--- src/rtl/regfile_pkg.sv ---
// rtl/regfile_pkg.sv - shared register-file constants and writeback request type
package regfile_pkg;

  localparam int DATA_W = 64;
  localparam int ADDR_W = 5;
  localparam logic [ADDR_W-1:0] ZERO_REG = 5'd31;

  // One writeback request: destination register and the value to write.
  typedef struct packed {
    logic [ADDR_W-1:0] rd;
    logic [DATA_W-1:0] data;
  } wr_req_t;

endpackage

--- src/rtl/rr_arb2.sv ---
// rtl/rr_arb2.sv - two-input round-robin arbiter, purely combinational
module rr_arb2 (
  input  logic [1:0] valid,
  input  logic       last_grant,
  output logic [1:0] grant
);

  // Sole requester wins; under contention the one not granted last time wins.
  always_comb begin
    grant    = 2'b00;
    grant[0] = valid[0] & (~valid[1] | last_grant);
    grant[1] = valid[1] & (~valid[0] | ~last_grant);
  end

endmodule

--- src/rtl/regfile_wr_arbiter.sv ---
// rtl/regfile_wr_arbiter.sv - shares the regfile write port between execute and memory writeback
module regfile_wr_arbiter
  import regfile_pkg::*;
(
  input  logic              clk,
  input  logic              reset_n,
  input  logic              req0Valid,
  input  logic [ADDR_W-1:0] req0Reg,
  input  logic [DATA_W-1:0] req0Data,
  output logic              req0Ready,
  input  logic              req1Valid,
  input  logic [ADDR_W-1:0] req1Reg,
  input  logic [DATA_W-1:0] req1Data,
  output logic              req1Ready,
  input  logic [ADDR_W-1:0] readReg0,
  input  logic [ADDR_W-1:0] readReg1,
  output logic              fwdHit0,
  output logic              fwdHit1,
  output logic [DATA_W-1:0] fwdData0,
  output logic [DATA_W-1:0] fwdData1,
  output logic [ADDR_W-1:0] writeReg,
  output logic [DATA_W-1:0] writeData,
  output logic              regWrEn
);

  wr_req_t           req0, req1;
  logic [1:0]        arb_grant;
  logic [1:0]        grant;
  logic              last_grant_d, last_grant_q;
  logic [ADDR_W-1:0] write_reg_d, write_reg_q;
  logic [DATA_W-1:0] write_data_d, write_data_q;
  logic              reg_wr_en_d, reg_wr_en_q;

  assign req0 = '{rd: req0Reg, data: req0Data};
  assign req1 = '{rd: req1Reg, data: req1Data};

  rr_arb2 u_arb (
    .valid      ({req1Valid, req0Valid}),
    .last_grant (last_grant_q),
    .grant      (arb_grant)
  );

  // No grants while reset is held so nothing is handshaken and then dropped.
  assign grant     = reset_n ? arb_grant : 2'b00;
  assign req0Ready = grant[0];
  assign req1Ready = grant[1];

  // Next-state: load the granted request; X31 loads the port but never enables the write.
  always_comb begin
    last_grant_d = last_grant_q;
    write_reg_d  = write_reg_q;
    write_data_d = write_data_q;
    reg_wr_en_d  = 1'b0;
    if (grant[0]) begin
      last_grant_d = 1'b0;
      write_reg_d  = req0.rd;
      write_data_d = req0.data;
      reg_wr_en_d  = (req0.rd != ZERO_REG);
    end else if (grant[1]) begin
      last_grant_d = 1'b1;
      write_reg_d  = req1.rd;
      write_data_d = req1.data;
      reg_wr_en_d  = (req1.rd != ZERO_REG);
    end
  end

  // State registers; reset favours requester 0 at the first contention.
  always_ff @(posedge clk) begin
    if (!reset_n) begin
      last_grant_q <= 1'b1;
      write_reg_q  <= '0;
      write_data_q <= '0;
      reg_wr_en_q  <= 1'b0;
    end else begin
      last_grant_q <= last_grant_d;
      write_reg_q  <= write_reg_d;
      write_data_q <= write_data_d;
      reg_wr_en_q  <= reg_wr_en_d;
    end
  end

  assign writeReg  = write_reg_q;
  assign writeData = write_data_q;
  assign regWrEn   = reg_wr_en_q;

  // The in-flight write is visible to readers one cycle before the regfile has it.
  assign fwdHit0  = reset_n & reg_wr_en_q & (write_reg_q == readReg0);
  assign fwdHit1  = reset_n & reg_wr_en_q & (write_reg_q == readReg1);
  assign fwdData0 = write_data_q;
  assign fwdData1 = write_data_q;

endmodule

--- config.mk ---
export PLATFORM = sky130hd
export DESIGN_NAME = regfile_wr_arbiter
export DESIGN_NICKNAME = d
export VERILOG_FILES = /design/src/rtl/regfile_pkg.sv /design/src/rtl/rr_arb2.sv /design/src/rtl/regfile_wr_arbiter.sv
export SDC_FILE = /design/constraint.sdc
export NUM_CORES = 1
export LEC_CHECK = 0
export BUFFER_PORTS_ARGS = -buffer_cell sky130_fd_sc_hd__buf_2
export CAP_MARGIN = 20
export CORE_AREA = 2 2 136 138
export CTS_CLUSTER_SIZE = 12
export DETAILED_ROUTE_END_ITERATION = 7
export DIE_AREA = 0 0 138 140
export SYNTH_ARGS = -nofsm -noshare
export SYNTH_HDL_FRONTEND = slang
export SYNTH_SLANG_ARGS = --single-unit
--- constraint.sdc ---
create_clock -name clk -period 2.94 [get_ports clk]
set_input_delay 0.147 -clock clk [delete_from_list [all_inputs] [get_ports clk]]
set_output_delay 0.147 -clock clk [all_outputs]
set_load 0.02 [all_outputs]
Word level (Yosys, flattened, before mapping)

Cells that the tools add are included.

Bits in registers: 71
Latch bits: 0
Memory bits (writable): 0
Bits in read-only memories: 0
Input port bits: 152
Output and inout port bits: 202
Word-level logic and storage cells: 28
Memories kept: 0

Add/sub/neg operators: 0
Multipliers: 0
Div/mod/pow operators: 0
Order comparisons: 0
Eq/ne operators: 4
Shift operators: 0
Muxes and demuxes: 9
Bitwise logic cells: 10
Reduce and logical (&&, ||, !) cells: 1

Operators by type and width:

| operator             | number |
|---|---|
| $mux W64             | 2 |
| $eq A5 B5 Y1         | 2 |
| $mux W5              | 2 |
| $ne A5 B5 Y1 const B | 2 |
| $and A1 B1 Y1        | 5 |
| $mux W1              | 4 |
| $not A1 Y1           | 3 |
| $mux W2              | 1 |
| $or A1 B1 Y1         | 2 |
| $reduce_bool A2 Y1   | 1 |

Longest topological paths before layout

Word-level depth: 6
Depth in mapped cells: 6
Depth with buffers taken out: 3

Hierarchy

Synthesis repeated with hierarchy kept, for this count alone.

Cell total of the unflattened synthesis: 534
Area, all modules: 4555.6 sq um

Modules (own cells, without submodules):

| module             | instances | cells each | area each (sq um) | seq. area each (sq um) |
|---|---|---|---|---|
| regfile_wr_arbiter | 1         | 531        | 4536.9            | 1421.4 |
| rr_arb2            | 1         | 3          | 18.8              | 0.0 |

Worst setup path before layout

Ideal clock, no wire load.

Path type: register to output
From: reg write_reg_q[1] (netlist: writeReg[1])
To: out fwdHit0
Arrival time: 1247 ps
Data required time: 2793 ps
Setup slack: 1546 ps
Stages on the path, launching flop included: 4
Path buffers: 0
Path through: dfxtp_1 > xnor2_1 > nand4_1 > nor3_1

Longest elaborated chain between the ends: 2

Ends and longest elaborated chain:

| element                | RTL line                 | RTL |
|---|---|---|
| start, declared        | regfile_wr_arbiter.sv:30 | `logic [ADDR_W-1:0] write_reg_d, write_reg_q;` |
| start signal, assigned | regfile_wr_arbiter.sv:76 | `write_reg_q <= write_reg_d;` |
| $eq A5 B5 Y1           | regfile_wr_arbiter.sv:87 | `assign fwdHit0 = reset_n & reg_wr_en_q & (write_reg_q == readReg0);` |
| $and A1 B1 Y1          | regfile_wr_arbiter.sv:87 |  |
| end, declared          | regfile_wr_arbiter.sv:17 | `output logic fwdHit0,` |

Every way passes these cells.

Final worst setup path

From: reg last_grant_q
To: out req0Ready

Longest elaborated chain between the ends: 3

Ends and longest elaborated chain:

| element                | RTL line                 | RTL |
|---|---|---|
| start, declared        | regfile_wr_arbiter.sv:29 | `logic last_grant_d, last_grant_q;` |
| start signal, assigned | regfile_wr_arbiter.sv:75 | `last_grant_q <= last_grant_d;` |
| $or A1 B1 Y1           | rr_arb2.sv:11            | `grant[0] = valid[0] & (~valid[1] \| last_grant);` |
| $and A1 B1 Y1          | rr_arb2.sv:11            |  |
| $mux W2                | regfile_wr_arbiter.sv:44 | `assign grant = reset_n ? arb_grant : 2'b00;` |
| end, declared          | regfile_wr_arbiter.sv:10 | `output logic req0Ready,` |

Every way passes these cells.

==> flow_summary.json <==
{
  "run_status": "finished clean",
  "initial_utilization_pct": 30.5,
  "core_um2": 17800,
  "antenna_found_initial": 0,
  "ys_types": 25,
  "placed_cell_area_um2": 6380,
  "total_power_mw": 3.50,
  "first_global_vias": 4271,
  "p_sw_share_pct": 35.4,
  "cts_tree": "yes",
  "n_antenna_cell": 0,
  "ant_nets": 0,
  "numClockSinks": 71,
  "ioPinCount": 354,
  "relSlewSlack_pct": 43.2,
  "io_buffers": 353,
  "postSynthNetCount": 702,
  "worstSkewPairLatency_ns": 0.34,
  "worst_slew_pin_slew_ns": 0.853,
  "hold_path.class": "in2reg",
  "setup_ws_ns": 1.18,
  "yosysSeqAreaShare_pct": 26.2,
  "worstPathRequired_ns": 2.79,
  "drt_iter0_drc": 153,
  "synth_top_flop_cell": "dfxtp_1",
  "track_usage_pct": 15.3,
  "clockRootBuffer": "clkbuf_16",
  "ys_async_sr_fraction_pct": 0,
  "post_cts_buffers": 0,
  "slowest_delay_ns": 0.53,
  "nNetsFinal": 904,
  "detailedPlace.worstSlack_ns": 1.29,
  "hold_viol_final": 0,
  "die_h_um": 140,
  "syn_area_um2": 5430,
  "critPathKind": "reg2out",
  "drv_slew": 0,
  "grt_overflow": 0,
  "seq_power_share_pct": 33.0,
  "fp-row-count": 49,
  "cpMaxStageDelayCell": "and2_4",
  "combPwrFrac_pct": 32.6,
  "synth-edff-count": 0,
  "setup_violations": 0,
  "clockBufferDepth": 2,
  "totalWireLength_mm": 15.7,
  "fin_crit_ns": 1.76,
  "die-area_um2": 19300,
  "fmax_mhz": 569,
  "p_clk_share_pct": 34.4,
  "path_delay_family": "simple AND/OR/NAND/NOR gates",
  "final_cell_area_um2": 6700,
  "cts_buffers": 9,
  "cp_num_buf_inv": 1,
  "wire_per_inst_um": 15.9,
  "power.leakage_nw": 3.20,
  "power_density_nw_per_um2": 522,
  "grt_pass1_wl_mm": 23.5,
  "drc": 0,
  "clk_pin_slew_ns": 0.07,
  "most-common-layout-cells": "353 x buf_2, 141 x nand2_1, 71 x nand3_1, 71 x dfxtp_1, 58 x o311ai_4",
  "utilization_pct": 37.7,
  "tns_ns": 0,
  "timing.final.crit_share_pct": 59.8,
  "power.internal_mw": 2.26,
  "syn_inst": 550,
  "setup.worst_path.start_class": "flop",
  "ys_seq_elements": 71,
  "yosysWarningCount": 0,
  "mostFrequentLayoutCell": "buf_2",
  "dp_hpwl_mm": 11.6,
  "cts_hold_buf": 0,
  "synth_area_per_cell_um2": 9.87,
  "drt-pass1-iter-count": 4,
  "syn2layout_area_growth_pct": 23.5,
  "die_width_um": 138,
  "drive_gt1_share_pct": 59.8,
  "grt_max_degree": 73,
  "arrival_ns": 1.61,
  "gp_congestion": 0.739,
  "critical_path.endpoint_type": "primary output",
  "crit_fanout": 23,
  "htreeDepth": 3,
  "cap_violations": 0,
  "cp_cell_sequence": "nand2b_2 > and2_4 > buf_2",
  "finalClockSkew_ns": 0.0153,
  "route.vias.total": 4529,
  "grt_setup_unrepaired": "no",
  "ir_drop_uv": 286,
  "via_per_inst": 4.59,
  "power_switching_mw": 1.24,
  "cts_resized": 0
}
-- logic make-up after synthesis --
group           Yosys count  synth area share (%)
xor+xnor                 10                  1.61
simple gates            224                  17.7
compound gates           71                  31.5
flops                    71                  26.2
buf+inv                 174                  23.0
-- synthesized netlist by cell type (2+ instances only) --
master / number / area share [%]
nand3_1: 71 / 6.5
xnor2_1: 8 / 1.3
o311ai_2: 10 / 3.0
buf_2: 10 / 0.92
nand2_1: 141 / 9.7
buf_8: 5 / 1.4
nand4_1: 2 / 0.23
dfxtp_1: 71 / 26
o311ai_4: 58 / 28
and3_1: 3 / 0.35
xor2_1: 2 / 0.32
buf_4: 129 / 18
clkbuf_1: 23 / 1.6
buf_6: 5 / 1.0
nor3_1: 2 / 0.18
-- routing by layer --
metal	global-route usage, %	vias up	share of wire (%)
met4	3.92	0	1.0
met1	18.0	2129	40
met2	27.9	197	52
met3	3.79	8	6.7
met5	0	-	0
li1	-	2195	-
-- power by group through the flow --
stage / clock network (mW) / registers [mW] / logic, mW
finish: 1.20 / 1.15 / 1.14
global route: 1.29 / 1.17 / 1.21
CTS: 1.24 / 1.16 / 1.15
detailed placement: 0 / 1.18 / 1.15
global placement: 0 / 1.18 / 1.14
floorplan: 0 / 1.27 / 0.858
-- sequential cells by signal (all words and copies together), names as in the netlist --
| signal | cells |
|---|---|
| writeReg | 5 |
| last_grant_q | 1 |
| regWrEn | 1 |
| fwdData0 | 64 |
-- stage by stage --
step / hold slack, ns / instances
after floorplan: 0.280 / 550
after global placement: 0.391 / 970
after detailed placement: 0.405 / 970
after CTS: 0.0426 / 986
after global routing: 0.0624 / 986
final: 0.0567 / 986
-- worst reg2reg max path, cell delays in order (launching register included) --
cell,delay (ns)
dfxtp_1,0.34
nand2b_2,0.12
buf_4,0.63
nand3_1,0.30
o311ai_4,0.14
-- final cells by class --
cell class	instances	area [um^2]
Fill cell	1834	11100
Multi-Input combinational cell	305	2780
Timing Repair Buffer	365	1890
Sequential cell	71	1420
Tap cell	229	287
Clock buffer	11	243
Clock inverter	5	81.3
-- final timing paths --
| check | from | endpoint | slack, ns | cells past startpoint |
|---|---|---|---|---|
| hold reg to reg | fwdData0[36]$_SDFFE_PN0P_ | fwdData0[36]$_SDFFE_PN0P_ | 0.51 | 2 |
| setup / recovery | last_grant_q$_SDFFE_PN1P_ | req0Ready | 1.18 | 3 |
| hold / removal | req0Data[46] | fwdData0[46]$_SDFFE_PN0P_ | 0.06 | 3 |
| setup reg to reg | last_grant_q$_SDFFE_PN1P_ | writeReg[4]$_SDFFE_PN0P_ | 1.32 | 4 |
No activity file was read; power rests on OpenSTA's default activity.
